===== src/rtl/regfile_wb_scheduler_pkg.sv =====
// Shared definitions for the register-file writeback scheduler.
// Provides the architectural sizes and the grant encoding used by the arbiter.
package regfile_wb_scheduler_pkg;

  localparam int unsigned REG_ADDR_W = 5;
  localparam int unsigned XLEN       = 32;
  localparam int unsigned NUM_REGS   = 32;

  // Which requester won the write port most recently.
  typedef enum logic {
    REQ_A = 1'b0,
    REQ_B = 1'b1
  } req_e;

endpackage


===== src/rtl/regfile_wb_scheduler_wb_scoreboard.sv =====
// Per-register pending-write scoreboard.
// Ports:
//   clk_regs, rst_n        clock / async active-low reset
//   flush                  synchronous clear of all counters
//   iss_valid/iss_addr     decode issues a destination register
//   iss_ready              counter for iss_addr is not saturated
//   ret_valid/ret_addr     a write to a non-zero register left through the write port
//   rs1_addr/rs2_addr      source lookups; rs1_busy/rs2_busy report pending writes
//   sb_err                 sticky: a write retired against a zero counter
module regfile_wb_scheduler_wb_scoreboard
  import regfile_wb_scheduler_pkg::*;
#(
  parameter int unsigned PEND_W = 2
) (
  input  logic                  clk_regs,
  input  logic                  rst_n,
  input  logic                  flush,
  input  logic                  iss_valid,
  input  logic [REG_ADDR_W-1:0] iss_addr,
  output logic                  iss_ready,
  input  logic                  ret_valid,
  input  logic [REG_ADDR_W-1:0] ret_addr,
  input  logic [REG_ADDR_W-1:0] rs1_addr,
  input  logic [REG_ADDR_W-1:0] rs2_addr,
  output logic                  rs1_busy,
  output logic                  rs2_busy,
  output logic                  sb_err
);

  localparam logic [PEND_W-1:0] CntMax = {PEND_W{1'b1}};
  localparam logic [PEND_W-1:0] CntOne = PEND_W'(1);

  logic [PEND_W-1:0] cnt_q [NUM_REGS];
  logic [PEND_W-1:0] cnt_d [NUM_REGS];
  logic              sb_err_q, sb_err_d;
  logic              iss_fire;

  assign iss_ready = (iss_addr == '0) || (cnt_q[iss_addr] != CntMax);
  assign iss_fire  = iss_valid && iss_ready && (iss_addr != '0);

  // cnt_q[0] is held at zero, so x0 never reads as busy.
  assign rs1_busy = (cnt_q[rs1_addr] != '0);
  assign rs2_busy = (cnt_q[rs2_addr] != '0);
  assign sb_err   = sb_err_q;

  always_comb begin
    sb_err_d = sb_err_q;
    for (int r = 0; r < NUM_REGS; r++) begin
      cnt_d[r] = cnt_q[r];
      if (r == 0 || flush) begin
        // Flush discards both same-cycle issues and retirements.
        cnt_d[r] = '0;
      end else if (iss_fire && (iss_addr == r[REG_ADDR_W-1:0]) &&
                   !(ret_valid && (ret_addr == r[REG_ADDR_W-1:0]))) begin
        cnt_d[r] = cnt_q[r] + CntOne;
      end else if (ret_valid && (ret_addr == r[REG_ADDR_W-1:0]) &&
                   !(iss_fire && (iss_addr == r[REG_ADDR_W-1:0]))) begin
        if (cnt_q[r] == '0) begin
          sb_err_d = 1'b1;
        end else begin
          cnt_d[r] = cnt_q[r] - CntOne;
        end
      end
    end
  end

  always_ff @(posedge clk_regs or negedge rst_n) begin
    if (!rst_n) begin
      for (int r = 0; r < NUM_REGS; r++) begin
        cnt_q[r] <= '0;
      end
      sb_err_q <= 1'b0;
    end else begin
      for (int r = 0; r < NUM_REGS; r++) begin
        cnt_q[r] <= cnt_d[r];
      end
      sb_err_q <= sb_err_d;
    end
  end

endmodule


===== src/rtl/regfile_wb_scheduler.sv =====
// Register-file writeback scheduler: arbitrates two writeback requesters
// (A = ALU/immediate, B = load unit) onto the single register-file write port
// and tracks outstanding writes per register for RAW-hazard stalls.
// Ports:
//   clk_regs, rst_n                   clock / async active-low reset
//   a_valid/a_addr/a_data/a_ready     requester A handshake
//   b_valid/b_addr/b_data/b_ready     requester B handshake
//   iss_valid/iss_addr/iss_ready      decode destination issue
//   flush                             clear scoreboard
//   rs1_addr/rs2_addr, rs1_busy/rs2_busy  source hazard lookups
//   Reg_Write/W_ADDR/W_Data           registered register-file write port
//   sb_err                            sticky scoreboard underflow flag
module regfile_wb_scheduler
  import regfile_wb_scheduler_pkg::*;
#(
  parameter int unsigned FIXED_PRIO = 0,
  parameter int unsigned PEND_W     = 2
) (
  input  logic                  clk_regs,
  input  logic                  rst_n,
  input  logic                  a_valid,
  input  logic [REG_ADDR_W-1:0] a_addr,
  input  logic [XLEN-1:0]       a_data,
  output logic                  a_ready,
  input  logic                  b_valid,
  input  logic [REG_ADDR_W-1:0] b_addr,
  input  logic [XLEN-1:0]       b_data,
  output logic                  b_ready,
  input  logic                  iss_valid,
  input  logic [REG_ADDR_W-1:0] iss_addr,
  output logic                  iss_ready,
  input  logic                  flush,
  input  logic [REG_ADDR_W-1:0] rs1_addr,
  input  logic [REG_ADDR_W-1:0] rs2_addr,
  output logic                  rs1_busy,
  output logic                  rs2_busy,
  output logic                  Reg_Write,
  output logic [REG_ADDR_W-1:0] W_ADDR,
  output logic [XLEN-1:0]       W_Data,
  output logic                  sb_err
);

  req_e                  last_grant_q, last_grant_d;
  logic                  grant_a, grant_b, xfer;
  logic [REG_ADDR_W-1:0] xfer_addr;
  logic [XLEN-1:0]       xfer_data;
  logic                  reg_write_q;
  logic [REG_ADDR_W-1:0] w_addr_q;
  logic [XLEN-1:0]       w_data_q;

  always_comb begin
    grant_a = 1'b0;
    grant_b = 1'b0;
    if (a_valid && b_valid) begin
      // On a tie the requester that did not win last time goes next.
      if (FIXED_PRIO != 0 || last_grant_q == REQ_B) begin
        grant_a = 1'b1;
      end else begin
        grant_b = 1'b1;
      end
    end else begin
      grant_a = a_valid;
      grant_b = b_valid;
    end
  end

  always_comb begin
    last_grant_d = last_grant_q;
    if (grant_a) begin
      last_grant_d = REQ_A;
    end else if (grant_b) begin
      last_grant_d = REQ_B;
    end
  end

  assign a_ready   = grant_a;
  assign b_ready   = grant_b;
  assign xfer      = grant_a || grant_b;
  assign xfer_addr = grant_a ? a_addr : b_addr;
  assign xfer_data = grant_a ? a_data : b_data;

  always_ff @(posedge clk_regs or negedge rst_n) begin
    if (!rst_n) begin
      last_grant_q <= REQ_B;
      reg_write_q  <= 1'b0;
      w_addr_q     <= '0;
      w_data_q     <= '0;
    end else begin
      last_grant_q <= last_grant_d;
      // Writes to x0 are accepted but never enable the register file.
      reg_write_q  <= xfer && (xfer_addr != '0);
      if (xfer) begin
        w_addr_q <= xfer_addr;
        w_data_q <= xfer_data;
      end
    end
  end

  assign Reg_Write = reg_write_q;
  assign W_ADDR    = w_addr_q;
  assign W_Data    = w_data_q;

  regfile_wb_scheduler_wb_scoreboard #(
    .PEND_W (PEND_W)
  ) u_scoreboard (
    .clk_regs  (clk_regs),
    .rst_n     (rst_n),
    .flush     (flush),
    .iss_valid (iss_valid),
    .iss_addr  (iss_addr),
    .iss_ready (iss_ready),
    .ret_valid (xfer && (xfer_addr != '0)),
    .ret_addr  (xfer_addr),
    .rs1_addr  (rs1_addr),
    .rs2_addr  (rs2_addr),
    .rs1_busy  (rs1_busy),
    .rs2_busy  (rs2_busy),
    .sb_err    (sb_err)
  );

endmodule


===== config.mk =====
export PLATFORM = sky130hd
export DESIGN_NAME = regfile_wb_scheduler
export DESIGN_NICKNAME = d
export VERILOG_FILES = /design/src/rtl/regfile_wb_scheduler_pkg.sv /design/src/rtl/regfile_wb_scheduler_wb_scoreboard.sv /design/src/rtl/regfile_wb_scheduler.sv
export SDC_FILE = /design/constraint.sdc
export NUM_CORES = 1
export LEC_CHECK = 0
export CORE_ASPECT_RATIO = 0.75
export CORE_MARGIN = 2
export CORE_UTILIZATION = 45
export CTS_CLUSTER_DIAMETER = 30
export CTS_CLUSTER_SIZE = 30
export DETAILED_ROUTE_END_ITERATION = 10
export GPL_TIMING_DRIVEN = 0
export PLACE_DENSITY = 0.71
export SLEW_MARGIN = 40
export SYNTH_ARGS = -nofsm -noshare
export SYNTH_HDL_FRONTEND = slang
export SYNTH_SLANG_ARGS = --single-unit

===== constraint.sdc =====
create_clock -name clk_regs -period 3.6 [get_ports clk_regs]
set_input_delay 0.9 -clock clk_regs [delete_from_list [all_inputs] [get_ports clk_regs]]
set_output_delay 0.9 -clock clk_regs [all_outputs]
set_load 0.02 [all_outputs]

Word-level counts from Yosys, hierarchy flattened
Index checks and enable logic that the tools add are counted.
{ "op_classes": {"n_lt_le_gt_ge": 3, "reduce_logical": 291, "bitwise_logic": 3, "mux": 265, "eq_ne": 94, "addsub": 62} }
{ "ops": {"columns": ["op", "count"], "rows": [
  ["two-way mux 2 bit", 130],
  ["equality test 5 bit (second input constant)", 32],
  ["two-way mux 1 bit", 130],
  ["logical AND 1 bit", 128],
  ["!= test 3 x 2 -> 1 bit (second input constant)", 31],
  ["nonzero test 3 bit", 31],
  ["equality test 5 x 4 -> 1 bit (second input constant)", 16],
  ["adder 2 x 1 -> 2 bit (second input constant)", 31],
  ["zero test 1 bit", 62],
  ["zero test 2 bit", 31],
  ["AND reduction 2 bit", 31],
  ["subtractor 2 x 1 -> 2 bit (second input constant)", 31],
  ["equality test 5 x 3 -> 1 bit (second input constant)", 8],
  ["two-way mux 32 bit", 1],
  ["binary-select mux 2 bit (select 5 bit)", 3],
  ["equality test 5 x 2 -> 1 bit (second input constant)", 4],
  ["greater-or-equal comparator 6 bit (second input constant)", 3],
  ["inverter 5 -> 6 bit", 3],
  ["equality test 5 x 1 -> 1 bit (second input constant)", 2],
  ["nonzero test 5 bit", 2],
  ["nonzero test 2 bit", 3],
  ["zero test 5 bit", 1],
  ["two-way mux 5 bit", 1],
  ["logical OR 1 bit", 2],
  ["!= test 2 bit (second input constant)", 1]
]} }
{ "totals": {"elab_cells": 754, "register_bits": 102, "inputBits": 95} }

Longest topological paths before layout
{ "logic_depth": {"depth_word": 134, "ltp_mapped": 13} }

Cells and area by module
Synthesis repeated with hierarchy kept, for this count alone.
{ "hier_totals": {"cells_unflattened": 890, "hier_area_um2": 7723.7} }
{ "modules_own_cells": {"columns": ["module", "seq_area_each_um2", "area_per_inst_um2", "n_inst", "cells_each"], "rows": [
  ["regfile_wb_scheduler_wb_scoreboard", 1576.5, 5380.2, 1, 671],
  ["regfile_wb_scheduler", 977.2, 2343.5, 1, 219]
]} }

Worst setup path before layout
Ideal clock, no wire load.
{ "synth_timing": {"path_kind": "input port to output port", "start": "input port rs2_addr[4]", "end": "output port rs2_busy", "stages": 4, "arrival_time_ns": 2.655, "path_buffers": 1, "setup_slack_ns": 0.045, "required_time_ns": 2.700, "cell_sequence": "clkbuf_1 > mux4_2 > mux4_2 > a21oi_1"} }
{ "synth_via": {"elab_chain_len": 5} }
{ "synth_rtl": {"columns": ["element", "line_no", "rtl"], "rows": [
  ["from (decl)", "regfile_wb_scheduler.sv:34", "input logic [REG_ADDR_W-1:0] rs2_addr,"],
  ["inverter 5 -> 6 bit (not written as such)", "regfile_wb_scheduler_wb_scoreboard.sv:43", "assign rs2_busy = (cnt_q[rs2_addr] != '0);"],
  ["binary-select mux 2 bit (select 5 bit)", "regfile_wb_scheduler_wb_scoreboard.sv:43", null],
  ["two-way mux 2 bit (not written as such) (2 in series)", "regfile_wb_scheduler_wb_scoreboard.sv:43", null],
  ["nonzero test 2 bit", "regfile_wb_scheduler_wb_scoreboard.sv:43", null],
  ["to (decl)", "regfile_wb_scheduler.sv:36", "output logic rs2_busy,"]
]} }
Every way passes these cells. The select of a mux whose other input is x is not followed.

Final worst setup path
{ "layout_timing": {"start": "input port iss_addr[1]", "end": "output port iss_ready"} }
{ "layout_via": {"elab_chain_len": 6, "elab_cells_between_ends": 7, "classes_between": "eq/ne: 1; mux: 3; bitwise: 1; reduce/logical: 2"} }
{ "layout_rtl": {"columns": ["element", "line_no", "rtl"], "rows": [
  ["from (decl)", "regfile_wb_scheduler.sv:30", "input logic [REG_ADDR_W-1:0] iss_addr,"],
  ["inverter 5 -> 6 bit (not written as such)", "regfile_wb_scheduler_wb_scoreboard.sv:38", "assign iss_ready = (iss_addr == '0) || (cnt_q[iss_addr] != CntMax);"],
  ["binary-select mux 2 bit (select 5 bit)", "regfile_wb_scheduler_wb_scoreboard.sv:38", null],
  ["two-way mux 2 bit (not written as such) (2 in series)", "regfile_wb_scheduler_wb_scoreboard.sv:38", null],
  ["!= test 2 bit", "regfile_wb_scheduler_wb_scoreboard.sv:38", null],
  ["logical OR 1 bit (*)", "regfile_wb_scheduler_wb_scoreboard.sv:38", null],
  ["to (decl)", "regfile_wb_scheduler.sv:31", "output logic iss_ready,"]
]} }
Mark *: on every way between the ends. The rest lies on a longest branch, timed or not. The select of a mux whose other input is x is not followed.

==> results.md <==
- DR pass1 iterations: 6
- Maxcap violations: 0
- Skew final: ~5.8 ps
- Fillers: between 1000 and 1500
- Bufs and invs on worst path: 6
- Tcrit/Tclk final: around 100%
- Core area: between 15000 and 20000 sq um
- Gate power share: between 20% and 30%
- CP arrival: 2690 ps
- Post-synthesis cell area: approximately 7400 sq um
- Ys async rst share: between 90% and 100%
- All-Layer GR Usage: a little under a third
- Reg-to-Reg Start: last_grant_q
- Initial antenna violation count: 0
- CP endpoint kind: output port
- Avg WL per Cell: 21.86 um
- Clock Latency Late Sink: approximately 360 ps
- Vias: 7838
- P_leak: ~3.8 nW
- Max Freq: ~0.28 GHz
- Slew HR: between 40% and 50%
- Maximum VDD drop: approximately 0.00022 V
- CTS root buf: clkbuf_16
- Crit-path leading delay family: buffers and inverters
- First-pass GRT wire length: 40.86 mm
- Syn nets: approximately 980
- Worst-Margin Slew: between 800 and 900 ps
- Post-synth EDFFs: 0
- TritonCTS Sinks: roughly 100
- Worst Path Required: roughly 2700 ps
- Post-route insts no fill: ~1200
- Top-level port count: approximately 140
- WL final: around 27 mm
- Starting DRC count in detailed routing: 837
- Post-synthesis register bit count: ~100
- Syn Area/Cell: approximately 8.3 sq um
- Worst flop-to-flop path endpoint: u_scoreboard.sb_err
- # diodes: 0
- Largest stage delay, worst path: between 200 and 300 ps
- Gr ovfl total: 0
- Pins Over Slew Limit: 0
- CTS buffer count: 9
- Crit path cell chain: clkbuf_4 -> buf_8 -> buf_6 -> mux2i_2 -> a22oi_1 -> nand3_1 -> a22o_1 -> buf_6 -> buf_8 -> o31a_1 -> buf_4
- RSZ-0062 raised after global routing: no
- Post-route ant nets: 0
- Status: complete, no violations
- Clock-pin slew on the worst setup and hold paths: approximately 70 ps
- Hold WC Path Type: input pin to async pin
- H-tree depth: 3
- Internal power: between 0.002 and 0.0025 W
- Finished Cell Area: approximately 9600 sq um
- GP Congestion: approximately 1.0
- Reg power frac: around two fifths
- # DRC: 0
- Setup slack, reg-to-reg: around 320 ps
- Final Hold Violating Endpoints: 0
- Psw: between 0.0009 and 0.001 W
- Die Span X: between 150 and 200 um
- Post-CTS Hold Buffers: 0
- Final hold slack: around 420 ps
- Crit-path slowest cell: mux2i_2
- DP Wirelength: 20.43 mm
- CTS tree: done
- Cell count after placement: 1222
- Largest net degree at the start of global routing: between 50 and 60
- Period minus WS final: 3592 ps
- Clock share of power: 34.5%
- Post-Syn Instances: around 880
- FP Rows: 40
- Vias in the first global route: 7043
- Critical path type: input pin to output port
- Syn. warnings: 0
- Clock Path Buffers: 2
- Post-DP Area: 8959 sq um
- Switching Share: 31.18%
- Die Y: roughly 110 um
- Synth cell types: 73
- Vias/cell: 6.316
- Power density cells: 331.2 nW/um^2
- Primary FF master, synth: dfrtp_1
- Starting Density: a little under half
- # setup viols final: 0
- Port buffer count: 130
- Layout cell share with drive strength beyond 1: 11.35%
- Fin nets: around 1100
- Die area: 17390 sq um
- Element type at the critical path start: input pin
- R2R depth: 11
- Layout area overhead: 30.49%
- Crit-path max FO: 10
- Seq/Total Area, Yosys: a little over a third
==> placed cells by master (no fill, tap or decap), types with 9 or more instances in the layout <==
cell / count
a211oi_1: 34
a21oi_1: 62
and2_1: 26
clkbuf_1: 25
clkbuf_16: 10
clkdlybuf4s50_1: 119
dfrtp_1: 101
inv_1: 11
mux2i_1: 9
mux4_2: 26
nand2_1: 47
nand2b_1: 14
nand3_1: 26
nand4_1: 12
nor2_1: 169
nor2b_1: 12
nor3_1: 36
o21a_1: 11
o21ai_0: 50
o22ai_1: 38
==> area by class of cell <==
cell class | count | area [sq um] | share of cell area [%]
Timing Repair Buffer | 139 | 1408 | 14.67
Clock buffer | 9 | 225.2 | 2.347
Tap cell | 210 | 262.8 | 2.738
Multi-Input combinational cell | 717 | 4721 | 49.20
Clock inverter | 7 | 102.6 | 1.069
Buffer | 45 | 275.3 | 2.869
Inverter | 12 | 47.55 | 0.4955
Sequential cell | 102 | 2554 | 26.61
==> what timing repair did <==
action / 4_1_cts / 5_1_grt
resized for setup: 58 / 33
setup buffers: 3 / 2
endpoints found under the setup margin: 37 / 8
pin swaps: 3 / 1
endpoints found under the hold margin: 0 / 0
gates cloned: 0 / 3
==> power by group through the flow <==
stage | Sequential (W) | Clock, W | Combinational, W
3_3_place_gp | 0.00128 | 0 | 0.000766
4_1_cts | 0.00126 | 0.00111 | 0.000795
6_report | 0.00126 | 0.00110 | 0.000825
5_1_grt | 0.00126 | 0.00116 | 0.000874
2_1_floorplan | 0.00134 | 0 | 0.000317
3_5_place_dp | 0.00128 | 0 | 0.000774
==> flip-flops by register name, indices dropped and copies added, names as in the netlist <==
signal	flops
W_Data	32
last_grant_q	1
u_scoreboard.sb_err	1
Reg_Write	1
W_ADDR	5
u_scoreboard.cnt_q	62
==> cells by family (layout without fill, tap and decap cells) <==
| kind of cell | after synthesis | count (layout) | share of synthesized area, % |
|---|---|---|---|
| AOI/OAI and AO/OA | 277 | 277 | 25.30 |
| xor gates and xnor gates | 10 | 10 | 1.191 |
| muxes | 43 | 43 | 10.38 |
| DFF | 102 | 102 | 34.73 |
| buffers and inverters | 62 | 212 | 3.556 |
| and+or+nand+nor | 387 | 387 | 24.84 |
==> per-stage QoR <==
step	power (W)	utilization, %	setup TNS (ps)	setup slack, ps
3_5_place_dp	0.002051	55.94	-27240	-1619
3_3_place_gp	0.002041	55.68	-277800	-2467
2_1_floorplan	0.001662	-	0	44.60
5_1_grt	0.003296	59.91	0	0.7394
4_1_cts	0.003160	58.98	-117.9	-117.9
6_report	0.003178	59.91	0	7.812
==> worst max path at each step <==
stage | depth (start not counted) | to | slack, ps | start
floorplan | 4 | rs2_busy | 40 | rs2_addr[4]
global placement | 1 | u_scoreboard.cnt_q[61] | -2470 | rst_n
detailed placement | 11 | iss_ready | -1620 | iss_addr[1]
CTS | 9 | iss_ready | -120 | iss_addr[2]
global route | 9 | u_scoreboard.sb_err | 0.7 | b_valid
finish | 11 | iss_ready | 8 | iss_addr[1]
==> routing by layer <==
metal | routed length, um | GRT usage [%]
met5 | 0 | 0
met1 | 11620 | 45.64
met3 | 3762 | 12.71
met2 | 11250 | 43.71
met4 | 505 | 6.975
==> synth_stat cells (12+ instances only) <==
master	n	area, sq um
clkbuf_1	36	135.1
nand4_1	12	75.07
a211oi_1	34	255.2
and2_1	27	168.9
a21oi_1	62	310.3
nand2b_1	15	93.84
nor2_1	171	641.9
dfrtp_1	101	2527
o22ai_1	40	250.2
nand3_1	26	130.1
o21ai_0	51	255.2
nor3_1	37	185.2
mux4_2	26	585.6
nor2b_1	14	87.58
nand2_1	49	183.9
No activity file was read; power rests on OpenSTA's default activity.
